`config.mk`:
```
export PLATFORM = sky130hd
export DESIGN_NAME = trap_ctrl
export DESIGN_NICKNAME = d
export VERILOG_FILES = /design/src/rtl/riscv_defines.sv /design/src/rtl/trap_prio.sv /design/src/rtl/trap_ctrl.sv
export SDC_FILE = /design/constraint.sdc
export NUM_CORES = 1
export LEC_CHECK = 0
export CAP_MARGIN = 10
export CORE_ASPECT_RATIO = 1.25
export CORE_MARGIN = 2
export CORE_UTILIZATION = 30
export CTS_BUF_LIST = sky130_fd_sc_hd__clkbuf_16
export DETAILED_ROUTE_END_ITERATION = 12
export GPL_ROUTABILITY_DRIVEN = 0
export PLACE_DENSITY = 0.7
export SYNTH_ARGS = -nofsm -noshare
export SYNTH_HDL_FRONTEND = slang
export SYNTH_SLANG_ARGS = --single-unit
```
`constraint.sdc`:
```
create_clock -name clk -period 2.05 [get_ports clk]
set_input_delay 0.41 -clock clk [delete_from_list [all_inputs] [get_ports clk]]
set_output_delay 0.41 -clock clk [all_outputs]
set_load 0.05 [all_outputs]
```
`src/rtl/riscv_defines.sv`:
```
// Shared trap definitions: FSM state encoding, selected-trap kind and RISC-V cause codes.
package riscv_defines;

  typedef enum logic [2:0] {
    ST_IDLE,
    ST_DRAIN,
    ST_SAVE,
    ST_REDIRECT,
    ST_RET
  } trap_state_t;

  typedef enum logic [1:0] {
    KIND_NONE,
    KIND_EXC,
    KIND_MRET,
    KIND_IRQ
  } trap_kind_t;

  localparam logic [3:0]  EXC_INSTR_MISALIGN = 4'd0;
  localparam logic [3:0]  EXC_ILLEGAL        = 4'd2;
  localparam logic [3:0]  EXC_BREAKPOINT     = 4'd3;
  localparam logic [3:0]  EXC_ECALL_M        = 4'd11;
  localparam logic [31:0] IRQ_M_EXT_CAUSE    = 32'h8000_000B;

endpackage

```
`src/rtl/trap_prio.sv`:
```
// Combinational trap arbiter: exception beats mret, which beats an enabled external interrupt.
module trap_prio
  import riscv_defines::*;
(
  input  logic        exc_valid_i,
  input  logic [3:0]  exc_cause_i,
  input  logic [31:0] exc_pc_i,
  input  logic        mret_i,
  input  logic        irq_i,
  input  logic        mie_i,
  input  logic [31:0] next_pc_i,
  output trap_kind_t  kind_o,
  output logic [31:0] cause_o,
  output logic [31:0] pc_o
);

  always_comb begin
    // NOTE: every output gets a default first so no path leaves it unassigned (no latch).
    kind_o  = KIND_NONE;
    cause_o = 32'h0;
    pc_o    = 32'h0;
    if (exc_valid_i) begin
      kind_o  = KIND_EXC;
      cause_o = {28'h0, exc_cause_i};
      pc_o    = exc_pc_i;
    end else if (mret_i) begin
      kind_o  = KIND_MRET;
    end else if (irq_i && mie_i) begin
      kind_o  = KIND_IRQ;
      cause_o = IRQ_M_EXT_CAUSE;
      pc_o    = next_pc_i;
    end
  end

endmodule

```
`src/rtl/trap_ctrl.sv`:
```
// Trap sequencer: drain pipeline, pulse EPC save, redirect fetch to the trap vector or to mepc on mret.
// Build option: define TRAP_VECTORED_EN to vector interrupts to MTVEC + 4*cause[3:0].
module trap_ctrl
  import riscv_defines::*;
#(
  parameter logic [31:0] MTVEC = 32'h0000_0100
) (
  input  logic        clk,
  input  logic        rst_n,
  input  logic        exc_valid_i,
  input  logic [3:0]  exc_cause_i,
  input  logic [31:0] exc_pc_i,
  input  logic        mret_i,
  input  logic        irq_i,
  input  logic        mie_i,
  input  logic [31:0] next_pc_i,
  input  logic        drain_ack_i,
  input  logic [31:0] epc_i,
  output logic        flush_o,
  output logic        save_epc_o,
  output logic [31:0] epc_pc_o,
  output logic        mret_o,
  output logic        redirect_o,
  output logic [31:0] redirect_pc_o,
  output logic [31:0] mcause_o,
  output logic        busy_o
);

  trap_state_t state_q, state_d;
  logic [31:0] pc_q, pc_d;
  logic [31:0] cause_q, cause_d;
  logic [31:0] mcause_q, mcause_d;

  trap_kind_t  sel_kind;
  logic [31:0] sel_cause;
  logic [31:0] sel_pc;
  logic [31:0] vector_pc;

  trap_prio u_prio (
    .exc_valid_i (exc_valid_i),
    .exc_cause_i (exc_cause_i),
    .exc_pc_i    (exc_pc_i),
    .mret_i      (mret_i),
    .irq_i       (irq_i),
    .mie_i       (mie_i),
    .next_pc_i   (next_pc_i),
    .kind_o      (sel_kind),
    .cause_o     (sel_cause),
    .pc_o        (sel_pc)
  );

  // NOTE: state uses non-blocking assignments; the async reset clears everything so an
  // interrupted sequence leaves no stale pc/cause behind.
  always_ff @(posedge clk or negedge rst_n) begin
    if (!rst_n) begin
      state_q  <= ST_IDLE;
      pc_q     <= 32'h0;
      cause_q  <= 32'h0;
      mcause_q <= 32'h0;
    end else begin
      state_q  <= state_d;
      pc_q     <= pc_d;
      cause_q  <= cause_d;
      mcause_q <= mcause_d;
    end
  end

  always_comb begin
    state_d  = state_q;
    pc_d     = pc_q;
    cause_d  = cause_q;
    mcause_d = mcause_q;
    unique case (state_q)
      ST_IDLE: begin
        unique case (sel_kind)
          KIND_EXC, KIND_IRQ: begin
            state_d = ST_DRAIN;
            pc_d    = sel_pc;
            cause_d = sel_cause;
          end
          KIND_MRET: state_d = ST_RET;
          default:   state_d = ST_IDLE;
        endcase
      end
      ST_DRAIN:    if (drain_ack_i) state_d = ST_SAVE;
      ST_SAVE: begin
        state_d  = ST_REDIRECT;
        mcause_d = cause_q;
      end
      ST_REDIRECT: state_d = ST_IDLE;
      ST_RET:      state_d = ST_IDLE;
      default:     state_d = ST_IDLE;
    endcase
  end

`ifdef TRAP_VECTORED_EN
  assign vector_pc = cause_q[31] ? (MTVEC + {26'h0, cause_q[3:0], 2'b00}) : MTVEC;
`else
  assign vector_pc = MTVEC;
`endif

  always_comb begin
    flush_o       = 1'b0;
    save_epc_o    = 1'b0;
    epc_pc_o      = 32'h0;
    mret_o        = 1'b0;
    redirect_o    = 1'b0;
    redirect_pc_o = 32'h0;
    unique case (state_q)
      ST_DRAIN: flush_o = 1'b1;
      ST_SAVE: begin
        save_epc_o = 1'b1;
        epc_pc_o   = pc_q;
      end
      ST_REDIRECT: begin
        redirect_o    = 1'b1;
        redirect_pc_o = vector_pc;
      end
      ST_RET: begin
        mret_o        = 1'b1;
        redirect_o    = 1'b1;
        redirect_pc_o = epc_i;
      end
      default: ;
    endcase
  end

  assign mcause_o = mcause_q;
  assign busy_o   = (state_q != ST_IDLE);

  // A new exception cannot be accepted mid-sequence; the pipeline must hold it off while busy.
  assert property (@(posedge clk) disable iff (!rst_n) !(exc_valid_i && busy_o))
    else $error("trap_ctrl: exc_valid_i asserted while busy");

endmodule

```
==> results.ini, run 1 <==
[routing]
drc = 0
vias = 3179
dr.pass1.iters = 4
routedWlPerCell_um = 16.0
viasPerCell = 4.99
ant_nets = 0
routed_wl_um = 10200
initialDrtViolationCount = 118

[placement]
numPortBuffers = 180
dp_hpwl_um = 7820
place_area_mm2 = 0.00565
dp_slack_ps = 113

[global_routing]
grt_pass1_vias = 3330
grt_max_degree = 46
grt_first_pass_wirelength_um = 16600
antenna_found_initial = 0
grt.total_usage_pct = 18.1
grt_overflow = 0

[final_layout]
fin_area_mm2 = 0.00580
drive_above_1_share_pct = 22.2
area_delta_synth_final_pct = 88.0
final_common_cell = clkdlybuf4s50_1
fill_cells = 873
fin_nets = 614
utilization_pct = 57.7
mostFrequentLayoutCells = clkdlybuf4s50_1 (110), buf_12 (71), dfrtp_1 (44)
diodes = 0

[min_path]
hold_path_class = in -> async

[yosys]
synth_cell_types = 30
yosysTopAreaCell = dfrtp_1
avgSynthCellArea_um2 = 9.23
synthesis.area_mm2 = 0.00308
netlist_instances = 334
yosys_warnings = 0
seq_area_frac_synth_pct = 36.5
ys_ff_latch = 45
synth.top_cell.area_share_pct = 36.5
ys_top_cells_by_area = dfrtp_1 (37%), mux2i_1 (10%), buf_4 (7.8%), or4_1 (7.8%), and2_1 (6.7%)

[sta]
fin_crit_ps = 1990
whs_ps = 101
hold_viol = 0
tns_ps = 0
relSlewSlack_pct = 65.8
rsz0062_at_grt = true
period_share_pct = 96.9
slew_violations = 0
worst_clock_skew_ps = 7.72
setup_slack_ps = 63.2
setup_viol = 0
fmax_ghz = 0.503
tightestPinTransition_ps = 512

[die]
core_region_area_mm2 = 0.0101
die-area_mm2 = 0.0111
die_w_um = 94.7
die_h_um = 117
core.rowCount = 41
start_util_pct = 30.7
io_pins = 208

[critical_path]
cp.required_ps = 1640
r2r_slack_ps = 300
max_stage_delay_ps = 440
critPathMaxFanout = 19
slowest_stage = dfrtp_1
crit_chain = nor3b_4 > buf_4 > and2_1 > buf_12
critical_path_class = reg -> out
worstSetupEndpointType = output pin
r2r-start = state_q[0]$_DFFE_PN0P_
r2r-end = pc_q[16]$_DFFE_PN0P_
crit_end = epc_pc_o[8]
critical_path.startpoint_type = flip-flop
crit_start = state_q[0]$_DFFE_PN0P_
critPathArrivalTime_ps = 1580
reg2reg_depth = 5

[power_and_ir_drop]
p_leak_nw = 2.45
power_density_mw_per_mm2 = 1190
ir_drop_mv = 0.778

[clock_tree]
cts-root-buf = clkbuf_16
cts_tree = yes
cts.sinks = 45
clk_latency_ps = 280
clkTransAtPathRegs_ps = 60
cts_max_level = 2
clockBufferDepth = 2
cts-buffers-inserted = 5
holdBufCountCts = 0

[status]
status = finished clean

[run]
cap_viol_max_count = 0

## stage by stage
stage,cells,power [mW]
2_1_floorplan,360,4.36
4_1_cts,637,6.96
6_report,637,6.92
3_5_place_dp,629,6.17
5_1_grt,637,7.34
3_3_place_gp,629,6.04
## power by group
group | internal [mW] | switching, mW
sequential | 1.33 | 0.316
combinational | 2.02 | 2.47
clock | 0.447 | 0.329
## kinds of logic after synthesis
family                 share of synthesized area (%)
other                                          0.122
muxes                                           12.2
and+or+nand+nor                                 23.5
AOI/OAI and AO/OA                               13.9
DFF                                             36.5
buffers and inverters                           13.7
## timing repair
| item | CTS | global route |
|---|---|---|
| setup buffers | 0 | 0 |
| endpoints found under the hold margin | 0 | 0 |
| gates resized for setup | 0 | 1 |
| setup endpoints to repair | 0 | 11 |
## worst min-delay path by stage
stage                        endpoint  slack [ps]  cells after the start
5_1_grt          pc_q[16]$_DFFE_PN0P_         120                      2
3_5_place_dp     pc_q[16]$_DFFE_PN0P_         410                      2
6_report         pc_q[16]$_DFFE_PN0P_         100                      2
4_1_cts          pc_q[16]$_DFFE_PN0P_         110                      2
3_3_place_gp     pc_q[15]$_DFFE_PN0P_         410                      2
2_1_floorplan  cause_q[0]$_DFFE_PN0P_         110                      0
## routing by layer
layer / wire length (um) / vias to the layer above / global-route usage (%)
li1: - / 1530 / -
met1: 4170 / 1500 / 23.1
met2: 5290 / 143 / 32.4
met3: 710 / 6 / 3.40
met4: 45 / 0 / 1.81
met5: 0 / - / 0
## Yosys cell counts
cell	count
or3_1	1
nor2_1	1
o22a_1	3
or4_1	32
and2_1	33
a21o_1	1
and3b_1	1
or4b_1	1
buf_6	5
nand2b_1	1
o31ai_1	1
dfrtp_1	45
o21a_1	1
clkbuf_1	20
nand3b_1	1
conb_1	1
nor3b_2	1
clkbuf_2	1
nor3_1	2
buf_4	32
mux2i_1	32
buf_2	6
o21ai_0	1
nand2_1	1
and3_1	32
nand3_1	2
a21oi_1	35
mux2_2	5
inv_1	4
o22ai_1	32
## sequential cells by signal (all words and copies together) (netlist names)
| signal | count |
|---|---|
| cause_q | 5 |
| mcause_o | 5 |
| pc_q | 32 |
| state_q | 3 |
## worst max-delay path: cells and delay by family, from the launching register on
kind | cells | cell delay, ps
buffers and inverters | 2 | 410
DFF | 1 | 440
and+or+nand+nor | 2 | 450
## cell type report
cell class / count / area [um^2] / share of cell area [%]
Tap cell: 129 / 161 / 2.78
Inverter: 4 / 15.0 / 0.259
Clock buffer: 5 / 125 / 2.16
Multi-Input combinational cell: 247 / 1650 / 28.5
Clock inverter: 3 / 17.5 / 0.302
Timing Repair Buffer: 204 / 2700 / 46.5
Sequential cell: 45 / 1130 / 19.4
No activity file was read; power rests on OpenSTA's default activity.
==> run 2: changes to the inputs <==
--- a/config.mk
+++ b/config.mk
@@ -9,7 +9,7 @@
 export CORE_ASPECT_RATIO = 1.25
 export CORE_MARGIN = 2
 export CORE_UTILIZATION = 30
-export CTS_BUF_LIST = sky130_fd_sc_hd__clkbuf_16
+export CTS_BUF_LIST = sky130_fd_sc_hd__clkbuf_8
 export DETAILED_ROUTE_END_ITERATION = 12
 export GPL_ROUTABILITY_DRIVEN = 0
 export PLACE_DENSITY = 0.7
==> results.ini, run 2 (synthesis results as in run 1) <==
[status]
status = finished clean

[power_and_ir_drop]
ir_drop_mv = 0.700  ; -10%
report.power.total_mw = 6.71  ; -3.0%
p_leak_nw = 2.43  ; -0.82%
power_density_mw_per_mm2 = 1170  ; -2.2%

[placement]
dp_hpwl_um = 7820  ; unchanged
placed_cells = 629  ; unchanged
dp_slack_ps = 113  ; unchanged
place_area_mm2 = 0.00565  ; unchanged
numPortBuffers = 180  ; unchanged

[critical_path]
critical_path_class = reg -> out
critPathMaxFanout = 19  ; unchanged
critPathArrivalTime_ps = 1600  ; +20 ps
r2r-end = pc_q[16]$_DFFE_PN0P_
r2r-start = state_q[0]$_DFFE_PN0P_
cp.required_ps = 1640  ; about the same
r2r_slack_ps = 290  ; about the same
worstSetupEndpointType = output pin
critical_path.startpoint_type = flip-flop
reg2reg_depth = 5  ; unchanged

[clock_tree]
cts_tree = yes
cts_resized = 0  ; unchanged
holdBufCountCts = 0  ; unchanged
clk_latency_ps = 300  ; +20 ps
cts.sinks = 45  ; unchanged
clkTransAtPathRegs_ps = 90  ; +30 ps
post_cts_buffers = 0  ; unchanged
clockBufferDepth = 2  ; unchanged
cts-root-buf = clkbuf_8
cts_max_level = 2  ; unchanged
cts-buffers-inserted = 5  ; unchanged

[sta]
relSlewSlack_pct = 65.8  ; unchanged
setup_viol = 0  ; unchanged
tns_ps = 0  ; unchanged
hold_viol = 0  ; unchanged
slew_violations = 0  ; unchanged
whs_ps = 84.4  ; -16.3 ps
tightestPinTransition_ps = 512  ; unchanged
rsz0062_at_grt = true
period_share_pct = 98.0  ; +1.1 points
fin_crit_ps = 2010  ; +22.4 ps
worst_clock_skew_ps = 9.86  ; +2.14 ps
fmax_ghz = 0.498  ; -1.1%
setup_slack_ps = 40.8  ; -22.4 ps

[routing]
drc = 0  ; unchanged
initialDrtViolationCount = 108  ; -8.5%
viasPerCell = 4.98  ; -0.25%
routed_wl_um = 10200  ; -0.44%
dr.pass1.iters = 4  ; unchanged
ant_nets = 0  ; unchanged
top_layer = met4
met1_length_um = 4080  ; -2.3%
routed-wl-met3_um = 687  ; -3.2%
vias = 3171  ; -0.25%
met2_length_um = 5350  ; +1.1%
routedWlPerCell_um = 16.0  ; -0.44%

[final_layout]
fill_cells = 874  ; +0.11%
multiInputGateArea_mm2 = 0.00165  ; unchanged
final_common_cell = clkdlybuf4s50_1
fin_area_mm2 = 0.00575  ; -0.80%
mostFrequentLayoutCells = clkdlybuf4s50_1 (110), buf_12 (71), dfrtp_1 (44)
area_delta_synth_final_pct = 86.5
utilization_pct = 57.2  ; -0.46 points
diodes = 0  ; unchanged
seqCellArea_mm2 = 0.00113  ; unchanged
largest_reg_flops = 32  ; unchanged
fin_nets = 614  ; unchanged
fin_cells = 637  ; unchanged
largest-register = pc_q
drive_above_1_share_pct = 22.4  ; +0.20 points

[global_routing]
grt_overflow = 0  ; unchanged
grt_pass1_vias = 3342  ; +0.36%
grt.total_usage_pct = 18.1  ; -0.040 points
grt_first_pass_wirelength_um = 16600  ; about the same
grt_max_degree = 46  ; unchanged
antenna_found_initial = 0  ; unchanged

[die]
die-area_mm2 = 0.0111  ; unchanged
die_h_um = 117  ; unchanged
core_region_area_mm2 = 0.0101  ; unchanged
io_pins = 208  ; unchanged
core.rowCount = 41  ; unchanged
start_util_pct = 30.7  ; unchanged
die_w_um = 94.7  ; unchanged

[min_path]
hold_path_class = in -> async

[run]
cap_viol_max_count = 0  ; unchanged

run 2: worst max path at each step:
stage / start / end / slack [ps] / cells after the start
detailed placement: exc_valid_i / pc_q[5]$_DFFE_PN0P_ / 110 / 5
global route: state_q[2]$_DFFE_PN0P_ / epc_pc_o[7] / -50 / 4
global placement: exc_valid_i / pc_q[10]$_DFFE_PN0P_ / 160 / 5
floorplan: state_q[0]$_DFFE_PN0P_ / redirect_pc_o[15] / 70 / 5
CTS: state_q[0]$_DFFE_PN0P_ / epc_pc_o[8] / 20 / 4
finish: state_q[2]$_DFFE_PN0P_ / epc_pc_o[8] / 40 / 4
run 2: cell type report:
type	count	area share, %
Sequential cell	45	19.6
Tap cell	129	2.81
Timing Repair Buffer	204	46.9
Clock inverter	2	0.239
Multi-Input combinational cell	247	28.8
Clock buffer	6	1.44
Inverter	4	0.261
run 2: metal layers:
| layer | up-vias | track usage [%] |
|---|---|---|
| met4 | 0 | 1.99 |
| met1 | 1508 | 23.0 |
| met5 | - | 0 |
| met2 | 130 | 32.3 |
| li1 | 1529 | - |
| met3 | 4 | 3.40 |
run 2: critical path: stages, from the launching register on:
cell	delay, ps
dfrtp_2	460
nor3b_4	190
buf_4	260
and2_1	230
buf_12	150
run 2: report_power, final:
group	total [mW]	internal (mW)	switching [mW]	leakage, nW
logic	4.49	2.02	2.46	1.84
registers	1.65	1.33	0.316	0.539
clock network	0.577	0.274	0.303	0.0512
total	6.71	3.63	3.08	2.43
